===== src/rtl/cdb_arbiter.sv =====
// Common data bus transmit end: per-source result FIFOs drained by a round-robin
// arbiter that packs up to CDB_LANES results per cycle onto registered broadcast lanes.
module cdb_arbiter #(
   parameter int NUM_SRC    = 4,
   parameter int CDB_LANES  = 4,
   parameter int FIFO_DEPTH = 2,
   parameter int ROB_W      = 6,
   parameter int DATA_W     = 32
) (
   input  logic                          clk,
   input  logic                          rst,
   input  logic                          flush,
   input  logic [NUM_SRC-1:0]            fu_res_val,
   output logic [NUM_SRC-1:0]            fu_res_rdy,
   input  logic [NUM_SRC*ROB_W-1:0]      fu_robid,
   input  logic [NUM_SRC*6-1:0]          fu_op,
   input  logic [NUM_SRC*5-1:0]          fu_rd,
   input  logic [NUM_SRC*DATA_W-1:0]     fu_data,
   output logic [CDB_LANES*ROB_W-1:0]    robid_cdb,
   output logic [CDB_LANES*6-1:0]        op_cdb,
   output logic [CDB_LANES*5-1:0]        rd_tag_cdb,
   output logic [CDB_LANES-1:0]          commit_instr_cdb,
   output logic [CDB_LANES*DATA_W-1:0]   result_data_cdb
);

   localparam int PTR_W  = (FIFO_DEPTH > 1) ? $clog2(FIFO_DEPTH) : 1;
   localparam int CNT_W  = PTR_W + 1;
   localparam int SRC_W  = (NUM_SRC > 1) ? $clog2(NUM_SRC) : 1;
   localparam int LANE_W = (CDB_LANES > 1) ? $clog2(CDB_LANES) : 1;
   localparam int ENT_W  = ROB_W + 6 + 5 + DATA_W;

   logic [ENT_W-1:0]     mem [NUM_SRC][FIFO_DEPTH];
   logic [PTR_W-1:0]     head [NUM_SRC];
   logic [PTR_W-1:0]     tail [NUM_SRC];
   logic [CNT_W-1:0]     count [NUM_SRC];
   logic [ENT_W-1:0]     in_ent [NUM_SRC];
   logic [ENT_W-1:0]     lane_ent [CDB_LANES];
   logic [CDB_LANES-1:0] lane_val;
   logic [NUM_SRC-1:0]   push;
   logic [NUM_SRC-1:0]   pop;
   logic [SRC_W-1:0]     rr_ptr;
   logic [SRC_W-1:0]     rr_next;
   logic                 live;

   // Ready depends on the registered count only, so a same-cycle pop gives no credit.
   always_comb begin
      for (int s = 0; s < NUM_SRC; s++) begin
         fu_res_rdy[s] = live & ~rst & (count[s] < CNT_W'(FIFO_DEPTH));
         push[s]       = fu_res_val[s] & fu_res_rdy[s] & ~flush;
         in_ent[s]     = {fu_robid[s*ROB_W +: ROB_W], fu_op[s*6 +: 6],
                          fu_rd[s*5 +: 5], fu_data[s*DATA_W +: DATA_W]};
      end
   end

   always_comb begin
      int n;
      int idx;
      pop      = '0;
      lane_val = '0;
      rr_next  = rr_ptr;
      for (int k = 0; k < CDB_LANES; k++) lane_ent[k] = '0;
      n = 0;
      for (int i = 0; i < NUM_SRC; i++) begin
         idx = int'(rr_ptr) + i;
         if (idx >= NUM_SRC) idx = idx - NUM_SRC;
         if (count[SRC_W'(idx)] != '0 && n < CDB_LANES) begin
            pop[SRC_W'(idx)]      = 1'b1;
            lane_val[LANE_W'(n)]  = 1'b1;
            lane_ent[LANE_W'(n)]  = mem[SRC_W'(idx)][head[SRC_W'(idx)]];
            rr_next               = SRC_W'((idx + 1) % NUM_SRC);
            n                     = n + 1;
         end
      end
   end

   always_ff @(posedge clk) begin
      if (rst) begin
         live             <= 1'b0;
         rr_ptr           <= '0;
         robid_cdb        <= '0;
         op_cdb           <= '0;
         rd_tag_cdb       <= '0;
         commit_instr_cdb <= '0;
         result_data_cdb  <= '0;
         for (int s = 0; s < NUM_SRC; s++) begin
            head[s]  <= '0;
            tail[s]  <= '0;
            count[s] <= '0;
         end
      end else if (flush) begin
         live             <= 1'b1;
         robid_cdb        <= '0;
         op_cdb           <= '0;
         rd_tag_cdb       <= '0;
         commit_instr_cdb <= '0;
         result_data_cdb  <= '0;
         for (int s = 0; s < NUM_SRC; s++) begin
            head[s]  <= '0;
            tail[s]  <= '0;
            count[s] <= '0;
         end
      end else begin
         live   <= 1'b1;
         rr_ptr <= rr_next;
         for (int s = 0; s < NUM_SRC; s++) begin
            if (push[s]) begin
               mem[s][tail[s]] <= in_ent[s];
               tail[s]         <= tail[s] + 1'b1;
            end
            if (pop[s]) head[s] <= head[s] + 1'b1;
            count[s] <= count[s] + CNT_W'(push[s]) - CNT_W'(pop[s]);
         end
         // Unused lanes carry an all-zero entry from the arbiter.
         for (int k = 0; k < CDB_LANES; k++) begin
            commit_instr_cdb[k]                  <= lane_val[k];
            result_data_cdb[k*DATA_W +: DATA_W]  <= lane_ent[k][0 +: DATA_W];
            rd_tag_cdb[k*5 +: 5]                 <= lane_ent[k][DATA_W +: 5];
            op_cdb[k*6 +: 6]                     <= lane_ent[k][DATA_W+5 +: 6];
            robid_cdb[k*ROB_W +: ROB_W]          <= lane_ent[k][DATA_W+11 +: ROB_W];
         end
      end
   end

   for (genvar s = 0; s < NUM_SRC; s++) begin : g_fifo_chk
      assert property (@(posedge clk) disable iff (rst) count[s] <= CNT_W'(FIFO_DEPTH));
      assert property (@(posedge clk) disable iff (rst) pop[s] |-> (count[s] != '0));
   end
   assert property (@(posedge clk) disable iff (rst) $countones(commit_instr_cdb) <= CDB_LANES);
   assert property (@(posedge clk) disable iff (rst)
                    (commit_instr_cdb & (commit_instr_cdb + 1'b1)) == '0);

endmodule


===== config.mk =====
export PLATFORM = sky130hd
export DESIGN_NAME = cdb_arbiter
export DESIGN_NICKNAME = d
export VERILOG_FILES = /design/src/rtl/cdb_arbiter.sv
export SDC_FILE = /design/constraint.sdc
export NUM_CORES = 1
export LEC_CHECK = 0
export ABC_CLOCK_PERIOD_IN_PS = 9400
export BUFFER_PORTS_ARGS = -buffer_cell sky130_fd_sc_hd__buf_4
export CAP_MARGIN = 20
export CORE_MARGIN = 5
export CORE_UTILIZATION = 47
export CTS_CLUSTER_DIAMETER = 100
export CTS_CLUSTER_SIZE = 12
export DETAILED_ROUTE_END_ITERATION = 7
export HOLD_SLACK_MARGIN = 0.1
export PLACE_DENSITY = 0.67
export SLEW_MARGIN = 20
export SYNTH_ARGS = -nofsm -noshare
export SYNTH_HDL_FRONTEND = slang
export SYNTH_SLANG_ARGS = --single-unit

===== constraint.sdc =====
create_clock -name clk -period 9.4 [get_ports clk]
set_input_delay 0.94 -clock clk [delete_from_list [all_inputs] [get_ports clk]]
set_output_delay 0.94 -clock clk [all_outputs]
set_load 0.1 [all_outputs]

==> metrics.txt <==
# TYPE chip_impl_metric gauge
chip_impl_metric{name="cts_setup_buffers",unit=""} 0
chip_impl_metric{name="routed_via_density",unit=""} 6.35
chip_impl_metric{name="cts_resized",unit=""} 0
chip_impl_metric{name="grt_first_pass_wirelength",unit="um"} 137000
chip_impl_info{name="hold-path-endpoint",value="mem[1][6]$_DFFE_PP_"} 1
chip_impl_metric{name="rr_worst_depth",unit=""} 13
chip_impl_metric{name="num_rows",unit=""} 93
chip_impl_metric{name="insertion_delay",unit="ps"} 630
chip_impl_metric{name="drive_above_1_share",unit="%"} 36.2
chip_impl_metric{name="final-hold-violation-count",unit=""} 0
chip_impl_metric{name="drv.max_cap_violation_count",unit=""} 0
chip_impl_metric{name="hold_depth",unit=""} 1
chip_impl_metric{name="yosysUniqueCellTypes",unit=""} 59
chip_impl_metric{name="area_delta_synth_final",unit="%"} 18.5
chip_impl_metric{name="power.density",unit="nW/um^2"} 349
chip_impl_metric{name="tns",unit="ps"} 0
chip_impl_metric{name="critical_path.max_fanout",unit=""} 56
chip_impl_info{name="largest_cells_by_area_after_synthesis",value="edfxtp_1 (40%), mux4_2 (22%), dfxtp_1 (14%)"} 1
chip_impl_metric{name="crit_required",unit="ps"} 9750
chip_impl_metric{name="post_detailed_route_drc_marker_count",unit=""} 0
chip_impl_metric{name="met3_usage",unit="%"} 6.37
chip_impl_metric{name="placed_area",unit="sq um"} 34200
chip_impl_metric{name="firstDrtPassIters",unit=""} 7
chip_impl_info{name="crit-reg2reg-capture",value="count[0][1]$_SDFFCE_PN0P_"} 1
chip_impl_metric{name="antenna_found_initial",unit=""} 4
chip_impl_metric{name="core_area",unit="sq um"} 64100
chip_impl_metric{name="die_h",unit="um"} 264
chip_impl_info{name="postSynth.topFlopCell",value="edfxtp_1"} 1
chip_impl_metric{name="post_cts_clock_slew_at_the_launch_and_capture_registers_of_the_worst_setup_and_hold_paths",unit="ps"} 70
chip_impl_metric{name="synth_enable_flop_cells",unit=""} 404
chip_impl_metric{name="average_routed_wire_per_standard_cell",unit="um"} 28.7
chip_impl_metric{name="fillers",unit=""} 5085
chip_impl_metric{name="leakage",unit="uW"} 0.0122
chip_impl_metric{name="die_w",unit="um"} 264
chip_impl_metric{name="syn-cell-area",unit="sq um"} 30300
chip_impl_info{name="synthMostInstantiatedCell",value="edfxtp_1"} 1
chip_impl_metric{name="htree_levels",unit=""} 2
chip_impl_metric{name="post_synthesis_register_bit_count",unit=""} 613
chip_impl_metric{name="syn_inst",unit=""} 1909
chip_impl_info{name="post-synth-top-area-cell",value="edfxtp_1"} 1
chip_impl_info{name="critical_path_class",value="reg2reg"} 1
chip_impl_metric{name="clkSinkCount",unit=""} 613
chip_impl_metric{name="synth_seq_area_share",unit="%"} 53.9
chip_impl_metric{name="layout.cell_area.non_filler",unit="sq um"} 35900
chip_impl_info{name="element_type_at_the_critical_path_end",value="flip-flop"} 1
chip_impl_metric{name="period_minus_slack",unit="ps"} 5450
chip_impl_metric{name="drtAntennaViolNets",unit=""} 0
chip_impl_info{name="outcome",value="finished clean"} 1
chip_impl_metric{name="drt_wl_total",unit="um"} 93300
chip_impl_metric{name="maxClockFrequency",unit="GHz"} 0.184
chip_impl_info{name="worst_hold_startpoint",value="fu_data[38]"} 1
chip_impl_metric{name="finalPower",unit="uW"} 12500
chip_impl_metric{name="final.setup_skew",unit="ps"} 27.0
chip_impl_info{name="min-delay-path-class",value="in2reg"} 1
chip_impl_info{name="setup.worst_path.start_class",value="flip-flop"} 1
chip_impl_metric{name="syn_avg_cell_area",unit="sq um"} 15.8
chip_impl_info{name="tritoncts",value="done"} 1
chip_impl_metric{name="cts-root-to-sink-buffers",unit=""} 3
chip_impl_metric{name="global_route.overflow_total",unit=""} 0
chip_impl_metric{name="final_nets",unit=""} 2564
chip_impl_metric{name="arrival_time_of_the_worst_setup_path",unit="ps"} 5800
chip_impl_info{name="synth.top_cells.by_count",value="edfxtp_1 (404), mux4_2 (294), mux2i_1 (274)"} 1
chip_impl_info{name="rsz0062_at_grt",value="false"} 1
chip_impl_metric{name="max_slew_margin",unit="%"} 25.8
chip_impl_metric{name="grt_max_degree",unit=""} 133
chip_impl_metric{name="hold_bufs_at_cts",unit=""} 0
chip_impl_metric{name="dpl.hpwl",unit="um"} 57100
chip_impl_metric{name="numCtsBuffers",unit=""} 57
chip_impl_metric{name="grt_pass1_vias",unit=""} 21628
chip_impl_metric{name="timing_worst_slew_pin_value",unit="ps"} 1110
chip_impl_metric{name="drv_slew",unit=""} 0
chip_impl_metric{name="synth_top_cell_area_share",unit="%"} 40.1
chip_impl_metric{name="r2r_slack",unit="ps"} 3950
chip_impl_metric{name="yosysWarningCount",unit=""} 0
chip_impl_metric{name="final_setup_vio_count",unit=""} 0
chip_impl_metric{name="number_of_drc_markers_in_iteration_0",unit=""} 1992
chip_impl_metric{name="period_share",unit="%"} 57.9
chip_impl_metric{name="routabilityCongestion",unit=""} 0.889
chip_impl_metric{name="vdd_ir_drop_max",unit="V"} 0.000388
chip_impl_metric{name="met2_usage",unit="%"} 42.9
chip_impl_metric{name="synth_async_sr_flop_share",unit="%"} 0
chip_impl_metric{name="pin_count",unit=""} 407
chip_impl_metric{name="die_area",unit="sq um"} 69500
chip_impl_metric{name="layout.core_utilization",unit="%"} 55.9
chip_impl_info{name="cts_root_buffer",value="clkbuf_16"} 1
chip_impl_metric{name="initial_utilization",unit="%"} 47.2
chip_impl_metric{name="groute.usage.overall",unit="%"} 25.9
chip_impl_metric{name="groute.layer.met1.usage",unit="%"} 32.8
chip_impl_metric{name="io_buffer_count",unit=""} 406
chip_impl_metric{name="whs",unit="ps"} 491
chip_impl_metric{name="routed-via-count",unit=""} 20621
chip_impl_info{name="gr-max-usage-layer",value="met2"} 1
chip_impl_info{name="worstReg2RegStart",value="rr_ptr[1]$_SDFFE_PP0P_"} 1
## layer usage
metal / up-vias / routed length [um]
met3: 268 / 9260
li1: 8573 / -
met2: 1251 / 45300
met1: 10527 / 34500
met4: 2 / 4240
met5: - / 10
## state kept, by name (all words and copies together), names as in the netlist, named ones only
signal	count
robid_cdb	24
commit_instr_cdb	4
op_cdb	24
tail	4
live	1
count	8
result_data_cdb	128
rd_tag_cdb	20
rr_ptr	2
head	4
mem	392
## through the flow
stage	worst slack, ps	std cells
2_1_floorplan	2780	2011
3_3_place_gp	4100	3136
3_5_place_dp	3990	3136
4_1_cts	3970	3243
5_1_grt	3540	3247
6_report	3950	3248
## cell usage in the layout, fill, tap and decap left out, types with 5 or more instances in the layout
cell type and instances:
buf_4 430, edfxtp_1 404, mux4_2 289, mux2i_1 274, dfxtp_1 205, nor2_1 151
conb_1 104, a211oi_1 85, o22ai_1 66, clkbuf_16 57, clkbuf_1 45, mux2_2 42
o32ai_1 42, nand2_1 23, ha_1 19, inv_1 16, a21oi_1 12, o21ai_0 12
o21a_1 9, xnor2_1 7, mux4_4 5, nor3_1 5, and2_1 5, xor2_1 5
## power by group
part	switching [uW]	internal (uW)
Sequential	309	3160
Clock	996	1140
Combinational	4450	2460
## area by class of cell
type | count | area (sq um) | area share, %
inverter | 19 | 76.3 | 0.213
sequential | 613 | 16300 | 45.5
clock buffer | 102 | 1600 | 4.45
antenna | 4 | 10.0 | 0.0279
tap | 855 | 1070 | 2.98
timing repair buffer | 432 | 3270 | 9.11
clock inverter | 5 | 51.3 | 0.143
multi-input combinational | 1218 | 13500 | 37.5
## worst max-delay path, cell delays in order (launching register included)
cell and delay, ps:
dfxtp_4 950, inv_2 230, ha_4 360, buf_4 710
buf_4 860, mux4_2 490, a41o_1 270, o21ai_0 280
ha_1 300, inv_1 60, ha_1 160, xor2_1 170
xnor2_1 140, nor2_1 50
## logic make-up after synthesis
group                    share of synthesized area, %
XOR/XNOR                                        0.347
other                                          0.0248
AO/OA/AOI/OAI                                    5.97
buffers and inverters                            3.18
flip-flops                                       53.9
adder cells (fa/ha/maj)                         0.827
AND/OR/NAND/NOR                                  3.20
multiplexers                                     32.5
## worst max-delay path by stage
stage | startpoint | endpoint | slack, ps
6_report | rr_ptr[1]$_SDFFE_PP0P_ | count[0][1]$_SDFFCE_PN0P_ | 3950
5_1_grt | rr_ptr[1]$_SDFFE_PP0P_ | count[0][1]$_SDFFCE_PN0P_ | 3540
4_1_cts | rr_ptr[1]$_SDFFE_PP0P_ | count[0][1]$_SDFFCE_PN0P_ | 3970
3_5_place_dp | rr_ptr[1]$_SDFFE_PP0P_ | count[0][1]$_SDFFCE_PN0P_ | 3990
3_3_place_gp | rr_ptr[1]$_SDFFE_PP0P_ | count[0][1]$_SDFFCE_PN0P_ | 4100
2_1_floorplan | rst | mem[0][49]$_DFFE_PP_ | 2780
Power figures use the tool's default switching activity.
